[config.mk]
export PLATFORM = sky130hd
export DESIGN_NAME = row_slider
export DESIGN_NICKNAME = d
export VERILOG_FILES = /design/src/rtl/stacker_pkg.sv /design/src/rtl/step_timer.sv /design/src/rtl/row_slider.sv
export SDC_FILE = /design/constraint.sdc
export NUM_CORES = 1
export LEC_CHECK = 0
export CAP_MARGIN = 20
export CORE_ASPECT_RATIO = 1.1
export CORE_MARGIN = 2
export CORE_UTILIZATION = 55
export CTS_BUF_LIST = sky130_fd_sc_hd__clkbuf_16
export DETAILED_ROUTE_END_ITERATION = 8
export PLACE_DENSITY = 0.81
export SYNTH_ARGS = -nofsm -noshare
export SYNTH_HDL_FRONTEND = slang
export SYNTH_SLANG_ARGS = --single-unit
[constraint.sdc]
create_clock -name clk -period 4.4 [get_ports clk]
set_clock_uncertainty 0.2 [all_clocks]
set_input_delay 0.88 -clock clk [delete_from_list [all_inputs] [get_ports clk]]
set_output_delay 0.88 -clock clk [all_outputs]
set_load 0.02 [all_outputs]
[src/rtl/stacker_pkg.sv]
// Shared types and helpers for the block-stacker row logic.
// Holds the FSM state encoding, the playfield width default, the level
// controller's block-width constants and the width helper functions.
package stacker_pkg;

    localparam int          ROW_WIDTH_DEFAULT = 8;
    localparam int          NUM_BLOCKS_W      = 4;
    localparam int unsigned MIN_BLOCKS        = 1;

    typedef enum logic [2:0] {
        ST_IDLE,
        ST_LOAD,
        ST_MOVE,
        ST_EVAL,
        ST_WIN,
        ST_LOSE
    } state_t;

    // Number of set bits; callers zero-extend narrower masks to 32 bits.
    function automatic int unsigned popcount(input logic [31:0] v);
        int unsigned n;
        n = 0;
        for (int i = 0; i < 32; i++) begin
            n += {31'd0, v[i]};
        end
        return n;
    endfunction

    // Requested width forced into [MIN_BLOCKS, max_w].
    function automatic int unsigned clamp_width(input logic [NUM_BLOCKS_W-1:0] n,
                                                input int unsigned max_w);
        int unsigned v;
        v = 32'(n);
        if (v < MIN_BLOCKS) v = MIN_BLOCKS;
        if (v > max_w)      v = max_w;
        return v;
    endfunction

endpackage

[src/rtl/step_timer.sv]
// Divides frame_tick by max(speed_count,1) and flags the tick that should move the row.
// Latency: step is combinational from frame_tick and the held count, so the row moves on that same edge.
// Backpressure: none; clear holds the count at zero while the row is not moving.
// Ports: clk, reset (sync, active-high), clear, frame_tick, speed_count -> step.
module step_timer #(
    parameter int SPEED_W = 6
) (
    input  logic               clk,
    input  logic               reset,
    input  logic               clear,
    input  logic               frame_tick,
    input  logic [SPEED_W-1:0] speed_count,
    output logic               step
);

    logic [SPEED_W-1:0] count;
    logic [SPEED_W:0]   threshold;
    logic [SPEED_W:0]   next_count;
    logic               hit;

    always_comb begin
        // A speed of zero behaves as one: every tick steps.
        threshold  = (speed_count == '0) ? (SPEED_W+1)'(1) : {1'b0, speed_count};
        next_count = {1'b0, count} + (SPEED_W+1)'(1);
        // >= rather than == so a speed lowered mid-move cannot strand the count above it.
        hit        = frame_tick && (next_count >= threshold);
        step       = hit && !clear;
    end

    always_ff @(posedge clk) begin
        if (reset || clear) begin
            count <= '0;
        end else if (frame_tick) begin
            count <= hit ? '0 : next_count[SPEED_W-1:0];
        end
    end

endmodule

[src/rtl/row_slider.sv]
// Slides a row of blocks across the playfield and scores the drop against the stack.
// Latency: go -> row visible 2 edges; drop -> next_signal/game_over 2 edges; all outputs registered.
// Backpressure: none; go outside IDLE and drop outside MOVE are ignored.
// Ports: clk, reset, frame_tick, go, drop, speed_count, num_blocks, curr_level ->
//        row_mask, stack_mask, next_signal, game_over, busy.
module row_slider
    import stacker_pkg::*;
#(
    parameter int ROW_WIDTH = ROW_WIDTH_DEFAULT,
    parameter int SPEED_W   = 6,
    parameter int LEVEL_W   = 4
) (
    input  logic                    clk,
    input  logic                    reset,
    input  logic                    frame_tick,
    input  logic                    go,
    input  logic                    drop,
    input  logic [SPEED_W-1:0]      speed_count,
    input  logic [NUM_BLOCKS_W-1:0] num_blocks,
    input  logic [LEVEL_W-1:0]      curr_level,
    output logic [ROW_WIDTH-1:0]    row_mask,
    output logic [ROW_WIDTH-1:0]    stack_mask,
    output logic                    next_signal,
    output logic                    game_over,
    output logic                    busy
);

    localparam int CW = $clog2(ROW_WIDTH + 1);

    state_t                 state;
    logic                   dir_left;   // 0: towards bit ROW_WIDTH-1
    logic [CW-1:0]          carry_w;    // width surviving the last placement
    logic                   step;
    logic                   timer_clear;
    int unsigned            load_w;
    logic [ROW_WIDTH-1:0]   load_mask;
    logic [ROW_WIDTH-1:0]   step_mask;
    logic                   step_dir_left;
    logic [ROW_WIDTH-1:0]   ov;
    logic                   row_full;

    assign timer_clear = (state != ST_MOVE);

    step_timer #(
        .SPEED_W(SPEED_W)
    ) u_step_timer (
        .clk        (clk),
        .reset      (reset),
        .clear      (timer_clear),
        .frame_tick (frame_tick),
        .speed_count(speed_count),
        .step       (step)
    );

    always_comb begin
        // Beyond level 1 the row can be no wider than what survived last time.
        load_w = clamp_width(num_blocks, ROW_WIDTH);
        if (curr_level != LEVEL_W'(1) && 32'(carry_w) < load_w) begin
            load_w = 32'(carry_w);
        end
        for (int i = 0; i < ROW_WIDTH; i++) begin
            load_mask[i] = ($unsigned(i) < load_w);
        end

        // Bounce: at an edge the direction flips and the row steps back the
        // other way in the same cycle, so it never pauses at the wall.
        step_dir_left = dir_left;
        step_mask     = row_mask;
        if (!dir_left) begin
            if (row_mask[ROW_WIDTH-1]) begin
                step_dir_left = 1'b1;
                step_mask     = row_mask >> 1;
            end else begin
                step_mask     = row_mask << 1;
            end
        end else begin
            if (row_mask[0]) begin
                step_dir_left = 1'b0;
                step_mask     = row_mask << 1;
            end else begin
                step_mask     = row_mask >> 1;
            end
        end

        ov       = row_mask & stack_mask;
        row_full = &row_mask;
    end

    always_ff @(posedge clk) begin
        if (reset) begin
            state       <= ST_IDLE;
            row_mask    <= '0;
            stack_mask  <= '0;
            next_signal <= 1'b0;
            game_over   <= 1'b0;
            busy        <= 1'b0;
            carry_w     <= CW'(ROW_WIDTH);
            dir_left    <= 1'b0;
        end else begin
            next_signal <= 1'b0;
            game_over   <= 1'b0;
            case (state)
                ST_IDLE: begin
                    if (go) begin
                        state <= ST_LOAD;
                        busy  <= 1'b1;
                    end
                end
                ST_LOAD: begin
                    row_mask <= load_mask;
                    dir_left <= 1'b0;
                    state    <= ST_MOVE;
                end
                ST_MOVE: begin
                    // drop takes priority so the player scores what was on screen.
                    if (drop) begin
                        state <= ST_EVAL;
                    end else if (step && !row_full) begin
                        row_mask <= step_mask;
                        dir_left <= step_dir_left;
                    end
                end
                ST_EVAL: begin
                    if (curr_level == LEVEL_W'(1)) begin
                        stack_mask  <= row_mask;
                        carry_w     <= CW'(popcount(32'(row_mask)));
                        next_signal <= 1'b1;
                        state       <= ST_WIN;
                    end else if (ov == '0) begin
                        game_over   <= 1'b1;
                        state       <= ST_LOSE;
                    end else begin
                        stack_mask  <= ov;
                        row_mask    <= ov;
                        carry_w     <= CW'(popcount(32'(ov)));
                        next_signal <= 1'b1;
                        state       <= ST_WIN;
                    end
                end
                ST_WIN: begin
                    state <= ST_IDLE;
                    busy  <= 1'b0;
                end
                ST_LOSE: begin
                    stack_mask <= '0;
                    carry_w    <= CW'(ROW_WIDTH);
                    state      <= ST_IDLE;
                    busy       <= 1'b0;
                end
                default: begin
                    state <= ST_IDLE;
                    busy  <= 1'b0;
                end
            endcase
        end
    end

endmodule

==> run metrics, run 1 <==
worst r2r src row_mask[1]; Post-Syn Nets between 300 and 400; placed insts 375; crit share post-route 0.833; EDFF count, synth 0; commonest non-fill, non-tap cell in the layout clkdlybuf4s50_1; clk buf depth 2; die area approximately 5200 µm²; ranking of synthesized cells by area dfxtp_1, ha_1, fa_1; GRT met2 Usage 0.456; synth warn 0; Seq/Total Area, Yosys 0.260; final setup margin between 0.7 and 0.8 ns; TritonCTS clock tree done; Cells after Synth 296; Distinct cells, synth 65; RSZ-0062 raised after global routing false; Max Slew Vio Count 0; Fin. Hold Viols 0; fin crit period around 3.7 ns; critical path data required time roughly 4.4 ns; Max Freq ~270 MHz; hold_buf cts 0; Place WS 0.767 ns; DIE WIDTH 68.8 µm; setup bufs post-CTS 0; DRC errors left 0; largest net degree at the start of global routing 26; number of synthesized register bits 33; vias in the first global route 2271; Post-DP HPWL 4720 µm; DRT Wirelength 6260 µm; die span in y 75.3 µm; DRT Pass-1 Iters 4; async set-reset flop share out of synthesis 0; global-route wire length before repair 10400 µm; most used cell, CP fa_1; cell area after synthesis 2540 µm²; Syn Area/Cell 8.58 µm²; Clk Latency, worst-skew pair 0.28 ns; Slowest cell on crit path dfxtp_1; Top FF cell, synth dfxtp_1; Setup crit start row_mask[1]; Reg area 661 µm²; ANT cells 0; Arr. time, crit path 3.69 ns; # setup viols final 0; HP Start busy; GRT Max-Usage Layer met2; # H-tree levels 2; Critical Path Sink Type register; Worst Path Max Fanout 9; hold crit path type reg -> reg; # rows 25; met3 usage 0.0523; Slew Limit Headroom 0.249; Peak VDD IR 0.218 mV; critical path class reg -> reg; antenna violations before repair 0; fin cells between 300 and 400; LEAKAGE 0.00130 µW; max-cap violation count 0; Num CTS Buffers 5; Final ANT Viol Nets 0; met1 usage 0.333; # IOs 38; cell taking the most area after synthesis dfxtp_1; count of input and output buffers 37; post-route setup TNS 0 ns; Final nets 374; clock root cell clkbuf_16; clock sink count 33; dpl cell area just under 3000 µm²; post-synth top area share 0.260; layout cells sized above 1 0.0821; Vias 2338; clock transition at the registers of the reported paths 0.06 ns; Initial Util 0.580; core box area roughly 4400 µm²; Hold WS around 0.30 ns; commonest non-fill, non-tap cells in the layout clkdlybuf4s50_1, dfxtp_1, nand2_1, inv_1, a21oi_1; GR Overflow Total 0; max incr delay on CP 0.51 ns; footprint of the multi-input gates ~1700 µm²; Cell Chain, Critical Path nand2_1 > inv_1 > fa_1 > inv_1 > fa_1 > fa_1 > inv_1 > ha_1 > fa_1 > xor2_1 > nor2_1 > a211oi_1 > a21oi_1 > nor2b_1; status completed; Via density 6.10; wire per inst 16.3 µm; worst-margin pin slew 1.12 ns; RD Place Congestion 0.882; Startpoint Class register; GRT Total Usage 0.271; post-CTS sizing 0; drt first-iter violations 139; Final Cell Area 3050 µm²; Fillers 371; area grow syn2layout 20.1%; Pwr per Cell Area 326 nW/µm²
[cells by family (layout without fill, tap and decap cells)]
kind of cell,after synthesis,count (layout),synth area share
xor gates and xnor gates,13,13,0.0448
buffers and inverters,37,70,0.0744
DFF,33,33,0.260
muxes,8,8,0.0325
and+or+nand+nor,92,92,0.181
AOI/OAI and AO/OA,86,86,0.250
adders and majority gates,27,27,0.157
[metrics by stage]
stage / utilization / power (µW)
floorplan: - / 524
global placement: 0.659 / 597
detailed placement: 0.659 / 600
CTS: 0.696 / 992
global route: 0.696 / 1040
finish: 0.696 / 994
[worst max-delay path, delay by kind of cell (launching register included)]
kind	cells	cell delay, ns
AOI/OAI and AO/OA	2	0.28
xor gates and xnor gates	1	0.16
adders and majority gates	5	1.94
buffers and inverters	3	0.25
DFF	1	0.51
and+or+nand+nor	3	0.27
[final timing paths]
kind	cells past startpoint	slack (ns)	endpoint
max	14	0.73	carry_w[2]
min	2	0.30	busy
max reg2reg	14	0.73	carry_w[2]
min reg2reg	2	0.30	busy
[where the power goes]
part | internal, µW | total [µW] | switching (µW)
combinational | 109 | 240 | 130
sequential | 315 | 358 | 43.1
clock | 263 | 396 | 133
[layer usage]
metal,share of wire,up-vias
met3,0.039,16
met4,0.029,0
met2,0.49,53
met1,0.44,1134
met5,0,-
li1,-,1135
[cells in the mapped netlist (6+ instances only)]
| master | number |
|---|---|
| inv_1 | 24 |
| mux2i_1 | 6 |
| o211ai_1 | 7 |
| nor3_1 | 6 |
| ha_1 | 19 |
| o21ai_0 | 12 |
| a21oi_1 | 21 |
| nand3_1 | 12 |
| xor2_1 | 8 |
| nor2_1 | 20 |
| dfxtp_1 | 33 |
| nand2_1 | 32 |
| fa_1 | 8 |
[flip-flops by register name, summed over array words and instances (netlist names)]
| register | flops |
|---|---|
| row_mask | 8 |
| stack_mask | 8 |
| u_step_timer.count | 6 |
| carry_w | 4 |
| state | 3 |
| busy | 1 |
| dir_left | 1 |
| game_over | 1 |
| next_signal | 1 |
[cell type report]
type                       count  area share
inverter                      24      0.0296
multi-input combinational    226       0.554
clock inverter                 3      0.0123
sequential                    33       0.217
timing repair buffer          38       0.124
clock buffer                   5      0.0411
tap                           54      0.0222
No activity file was read; power rests on OpenSTA's default activity.
==> inputs of run 2 (changes only) <==
clock period = 3.8 ns   (was 4.4 ns; I/O delays follow)
==> run metrics, run 2 (synthesized netlist as in run 1, its figures left out) <==
die area 5180 µm² (unchanged); critical path data required time 3.82 ns (-0.60 ns); Worst Path Max Fanout 4 (-5); critical path class reg -> reg; Vias 2317 (-0.90%); Initial Util 0.580 (unchanged); Setup crit start stack_mask[3]; R2R depth 13 (-1); # setup viols final 0 (unchanged); Arr. time, crit path 3.57 ns (-0.12 ns); hold crit path type reg -> reg; most used cell, CP fa_1; status completed; # IOs 38 (unchanged); drt first-iter violations 126 (-9.4%); Cell Chain, Critical Path and2_1 > fa_1 > inv_1 > fa_1 > fa_1 > inv_1 > ha_1 > fa_1 > xor2_1 > nor2_1 > a211oi_1 > a21oi_1 > nor2b_1; RD Place Congestion 0.869 (-1.5%); RSZ-0062 raised after global routing false; Critical Path Sink Type register; Final nets 378 (+1.1%); Final ANT Viol Nets 0 (unchanged); core box area 4380 µm² (unchanged); GR Overflow Total 0 (unchanged); post-route setup TNS 0 ns (unchanged); max-cap violation count 0 (unchanged); # H-tree levels 2 (unchanged); wire per inst 16.1 µm (-1.4%); worst r2r src stack_mask[3]; DIE WIDTH 68.8 µm (unchanged); area grow syn2layout 20.3%; fin cells 387 (+1.0%); clock root cell clkbuf_16; Via density 5.99 (-1.9%); crit share post-route 0.936 (+0.102); count of input and output buffers 37 (unchanged); DRC errors left 0 (unchanged); Num CTS Buffers 5 (unchanged); Max Freq 281 MHz (+3.1%); clock transition at the registers of the reported paths 0.05 ns (about the same); fin crit period 3.56 ns (-0.111 ns); Post-DP HPWL 4700 µm (-0.35%); worst-margin pin slew 0.877 ns (-0.245 ns); largest net degree at the start of global routing 26 (unchanged); Slew Limit Headroom 0.415 (+0.166); clock sink count 33 (unchanged); GRT Total Usage 0.273 (+0.00219); global-route wire length before repair 10600 µm (+1.4%); Design Power 1080 µW (+8.7%); Fin. Hold Viols 0 (unchanged); ANT cells 0 (unchanged); crit path to carry_w[2]; DRT Pass-1 Iters 4 (unchanged); DRT Wirelength 6230 µm (-0.38%); Peak VDD IR 0.264 mV (+21%); Clk Latency, worst-skew pair 0.28 ns (about the same); # rows 25 (unchanged); biggest registers after layout row_mask (8), stack_mask (8), u_step_timer.count (6); Pwr per Cell Area 354 nW/µm² (+8.5%); vias in the first global route 2231 (-1.8%); Slowest cell on crit path fa_1; die span in y 75.3 µm (unchanged); placed insts 379 (+1.1%); Max Slew Vio Count 0 (unchanged); max incr delay on CP 0.54 ns (+0.03 ns); Reg-to-Reg End carry_w[2]; Startpoint Class register; layout cells sized above 1 0.0961 (+0.0140); commonest non-fill, non-tap cell in the layout clkdlybuf4s50_1; r2r setup slk 0.24 ns (-0.49 ns); LEAKAGE 0.00131 µW (+0.56%); antenna violations before repair 0 (unchanged); TritonCTS clock tree done; clk buf depth 2 (unchanged); commonest non-fill, non-tap cells in the layout clkdlybuf4s50_1, nand2_1, dfxtp_1, inv_1, a21oi_1
-- run 2: how the worst min path moves through the flow --
| stage | startpoint | to | slack [ns] | depth (start not counted) |
|---|---|---|---|---|
| floorplan | u_step_timer.count[1] | u_step_timer.count[1] | 0.31 | 2 |
| global placement | busy | busy | 0.28 | 2 |
| detailed placement | busy | busy | 0.29 | 2 |
| CTS | busy | busy | 0.30 | 2 |
| global route | busy | busy | 0.32 | 2 |
| finish | busy | busy | 0.30 | 2 |
-- run 2: area by class of cell --
class,instances,area (µm²)
multi-input combinational,226,1690
fill,380,1330
sequential,33,662
timing repair buffer,42,408
clock buffer,5,125
inverter,24,90.1
tap,54,67.6
clock inverter,3,12.5
-- run 2: critical path: cells and delay by family (launching register included) --
kind	cells	cell delay [ns]
flops	1	0.34
fa+ha+maj	5	2.09
buf+inv	2	0.10
simple gates	3	0.33
compound gates	2	0.27
xor+xnor	1	0.16
-- run 2: metrics by stage --
step | utilization | worst slack [ns] | hold slack, ns | area, µm²
6_report | 0.697 | 0.245 | 0.299 | 3050
5_1_grt | 0.697 | 0.0659 | 0.320 | 3050
4_1_cts | 0.697 | 0.202 | 0.303 | 3050
3_5_place_dp | 0.666 | 0.239 | 0.292 | 2920
3_3_place_gp | 0.666 | 0.319 | 0.277 | 2920
2_1_floorplan | - | 0.258 | 0.311 | 2540
-- run 2: power breakdown --
part	leakage [µW]	switching, µW	internal, µW	total [µW]
clock	0.0000687	143	236	379
sequential	0.000268	44.9	366	411
combinational	0.000971	159	131	291
total	0.00131	347	734	1080
-- run 2: repair_timing --
action	4_1_cts	5_1_grt
gates resized for setup	0	1
hold endpoints to repair	0	0
buffers inserted	0	0
endpoints found under the setup margin	0	1
hold buffers	0	0
-- run 2: metal layers --
metal,vias to the layer above,global-route usage,share of wire
met5,-,0,0
met1,1078,0.356,0.43
met3,19,0.0523,0.056
met4,0,0.109,0.026
met2,77,0.443,0.48
li1,1143,-,-
==> inputs of run 3 (changes only) <==
--- a/config.mk
+++ b/config.mk
@@ -8,8 +8,10 @@
 export CAP_MARGIN = 20
+export CELL_PAD_IN_SITES_DETAIL_PLACEMENT = 1
+export CELL_PAD_IN_SITES_GLOBAL_PLACEMENT = 2
 export CORE_ASPECT_RATIO = 1.1
 export CORE_MARGIN = 2
-export CORE_UTILIZATION = 55
+export CORE_UTILIZATION = 33
 export CTS_BUF_LIST = sky130_fd_sc_hd__clkbuf_16
 export DETAILED_ROUTE_END_ITERATION = 8
-export PLACE_DENSITY = 0.81
+export PLACE_DENSITY_LB_ADDON = 0.1
 export SYNTH_ARGS = -nofsm -noshare
==> constraint.sdc (replaced) <==
create_clock -name clk -period 3.8 [get_ports clk]
set_clock_uncertainty 0.2 [all_clocks]
set_input_delay 0.57 -clock clk [delete_from_list [all_inputs] [get_ports clk]]
set_output_delay 0.57 -clock clk [all_outputs]
set_load 0.02 [all_outputs]
==> run metrics, run 3 (synthesized netlist as in run 1, its figures left out) <==
status completed; Num CTS Buffers 5 (unchanged); DRT Wirelength 7350 µm (+18%); Cell Chain, Critical Path and2_1 > fa_1 > inv_1 > fa_1 > fa_1 > inv_1 > ha_1 > fa_1 > xor2_1 > nor2_1 > a211oi_1 > a21oi_1 > nor2b_1; Initial Util 0.340 (-0.240); setup bufs post-CTS 0 (unchanged); fin crit period 3.52 ns (-0.0377 ns); die span in y 96.0 µm (+28%); commonest non-fill, non-tap cells in the layout clkdlybuf4s50_1, dfxtp_1, nand2_1, inv_1, a21oi_1; DRC errors left 0 (unchanged); largest net degree at the start of global routing 24 (-7.7%); Slowest cell on crit path fa_1; core box area 7470 µm² (+71%); hold_buf cts 0 (unchanged); Slew Limit Headroom 0.581 (+0.166); CP top delay family adder cells; ANT cells 0 (unchanged); vias in the first global route 2305 (+3.3%); crit share post-route 0.926 (-0.00992); Hold WS 0.288 ns (-0.0109 ns); count of input and output buffers 37 (unchanged); placed insts 435 (+15%); dpl cell area 3020 µm² (+3.5%); Fin. Hold Viols 0 (unchanged); # rows 33 (+32%); Pwr per Cell Area 369 nW/µm² (+4.3%); Peak VDD IR 0.151 mV (-43%); Final nets 383 (+1.3%); global-route wire length before repair 12200 µm (+16%); fin util 0.425 (-0.272); Vias 2315 (-0.086%); antenna violations before repair 0 (unchanged); Max Slew Vio Count 0 (unchanged); TritonCTS clock tree done; fin cells 443 (+14%); critical path data required time 3.82 ns (about the same); clock root cell clkbuf_16; commonest non-fill, non-tap cell in the layout clkdlybuf4s50_1; max incr delay on CP 0.54 ns (about the same); clock transition at the registers of the reported paths 0.05 ns (about the same); clk buf depth 2 (unchanged); wire per inst 16.6 µm (+3.0%); Final Cell Area 3180 µm² (+4.1%); clock sink count 33 (unchanged); # H-tree levels 2 (unchanged); worst-margin pin slew 0.627 ns (-0.250 ns); DRT Pass-1 Iters 4 (unchanged); GRT Total Usage 0.191 (-0.0818); post-CTS sizing 0 (unchanged); hold crit path type reg -> reg; area grow syn2layout 25.2%; DIE WIDTH 87.6 µm (+27%); LEAKAGE 0.00135 µW (+3.1%); max-cap violation count 0 (unchanged); most used cell, CP fa_1; RD Place Congestion 0.806 (-7.2%); worst r2r src stack_mask[3]; # IOs 38 (unchanged); # setup viols final 0 (unchanged); drt first-iter violations 154 (+22%); GR Overflow Total 0 (unchanged); Setup crit start stack_mask[3]; Post-DP HPWL 5890 µm (+25%); die area 8410 µm² (+63%); Final ANT Viol Nets 0 (unchanged); biggest registers after layout row_mask (8), stack_mask (8), u_step_timer.count (6); Critical Path Sink Type register; Max Freq 284 MHz (+1.1%); post-route setup TNS 0 ns (unchanged); Startpoint Class register; Via density 5.23 (-13%); Clk Latency, worst-skew pair 0.28 ns (about the same); Worst Path Max Fanout 4 (unchanged); layout cells sized above 1 0.107 (+0.0104); Arr. time, crit path 3.53 ns (-0.04 ns); RSZ-0062 raised after global routing false; critical path class reg -> reg; CP bufs+invs 2 (unchanged); HP Start busy
[run 3: cell types whose count changed in the layout (fill, tap and decap cells not counted)]
cell / previous run / this run
clkinv_1: 2 / 1
dfxtp_1: 32 / 33
clkinv_2: 1 / 0
dfxtp_2: 1 / 0
bufinv_16: 0 / 1
inv_1: 24 / 25
buf_4: 5 / 10
[run 3: area by class of cell]
class	instances	area [µm²]
clock inverters	3	37.5
fillers	893	4290
clock buffers	5	125
flip-flops and latches	33	661
multi-input cells	226	1690
well taps	105	131
repair buffers	47	445
inverters	24	90.1
[run 3: per-layer routing]
layer | wire [µm] | GRT usage
met1 | 3400 | 0.256
met2 | 3600 | 0.320
met3 | 267 | 0.0309
met4 | 78 | 0.0462
met5 | 0 | 0
[run 3: final timing paths]
kind	end	depth (start not counted)	slack, ns
worst max register to register	carry_w[2]	13	0.28
worst max-delay path	carry_w[2]	13	0.28
worst min-delay path	busy	2	0.29
worst min register to register	busy	2	0.29
[run 3: report_power, final]
| group | switching [µW] | internal [µW] |
|---|---|---|
| Combinational | 183 | 143 |
| Clock | 147 | 304 |
| Sequential | 30.3 | 365 |
| Total | 361 | 812 |
[run 3: per-stage QoR]
stage	power [µW]	setup WS, ns
6_report	1170	0.282
5_1_grt	1240	0.0198
4_1_cts	1190	0.263
3_5_place_dp	731	0.275
3_3_place_gp	729	0.344
2_1_floorplan	606	0.258
[run 3: worst reg2reg max path, cell delays in order, from the launching register on]
cell,delay [ns]
dfxtp_1,0.33
and2_1,0.17
fa_1,0.54
inv_1,0.05
fa_1,0.45
fa_1,0.49
inv_1,0.05
ha_1,0.20
fa_1,0.38
xor2_1,0.16
nor2_1,0.05
a211oi_1,0.22
a21oi_1,0.06
nor2b_1,0.10
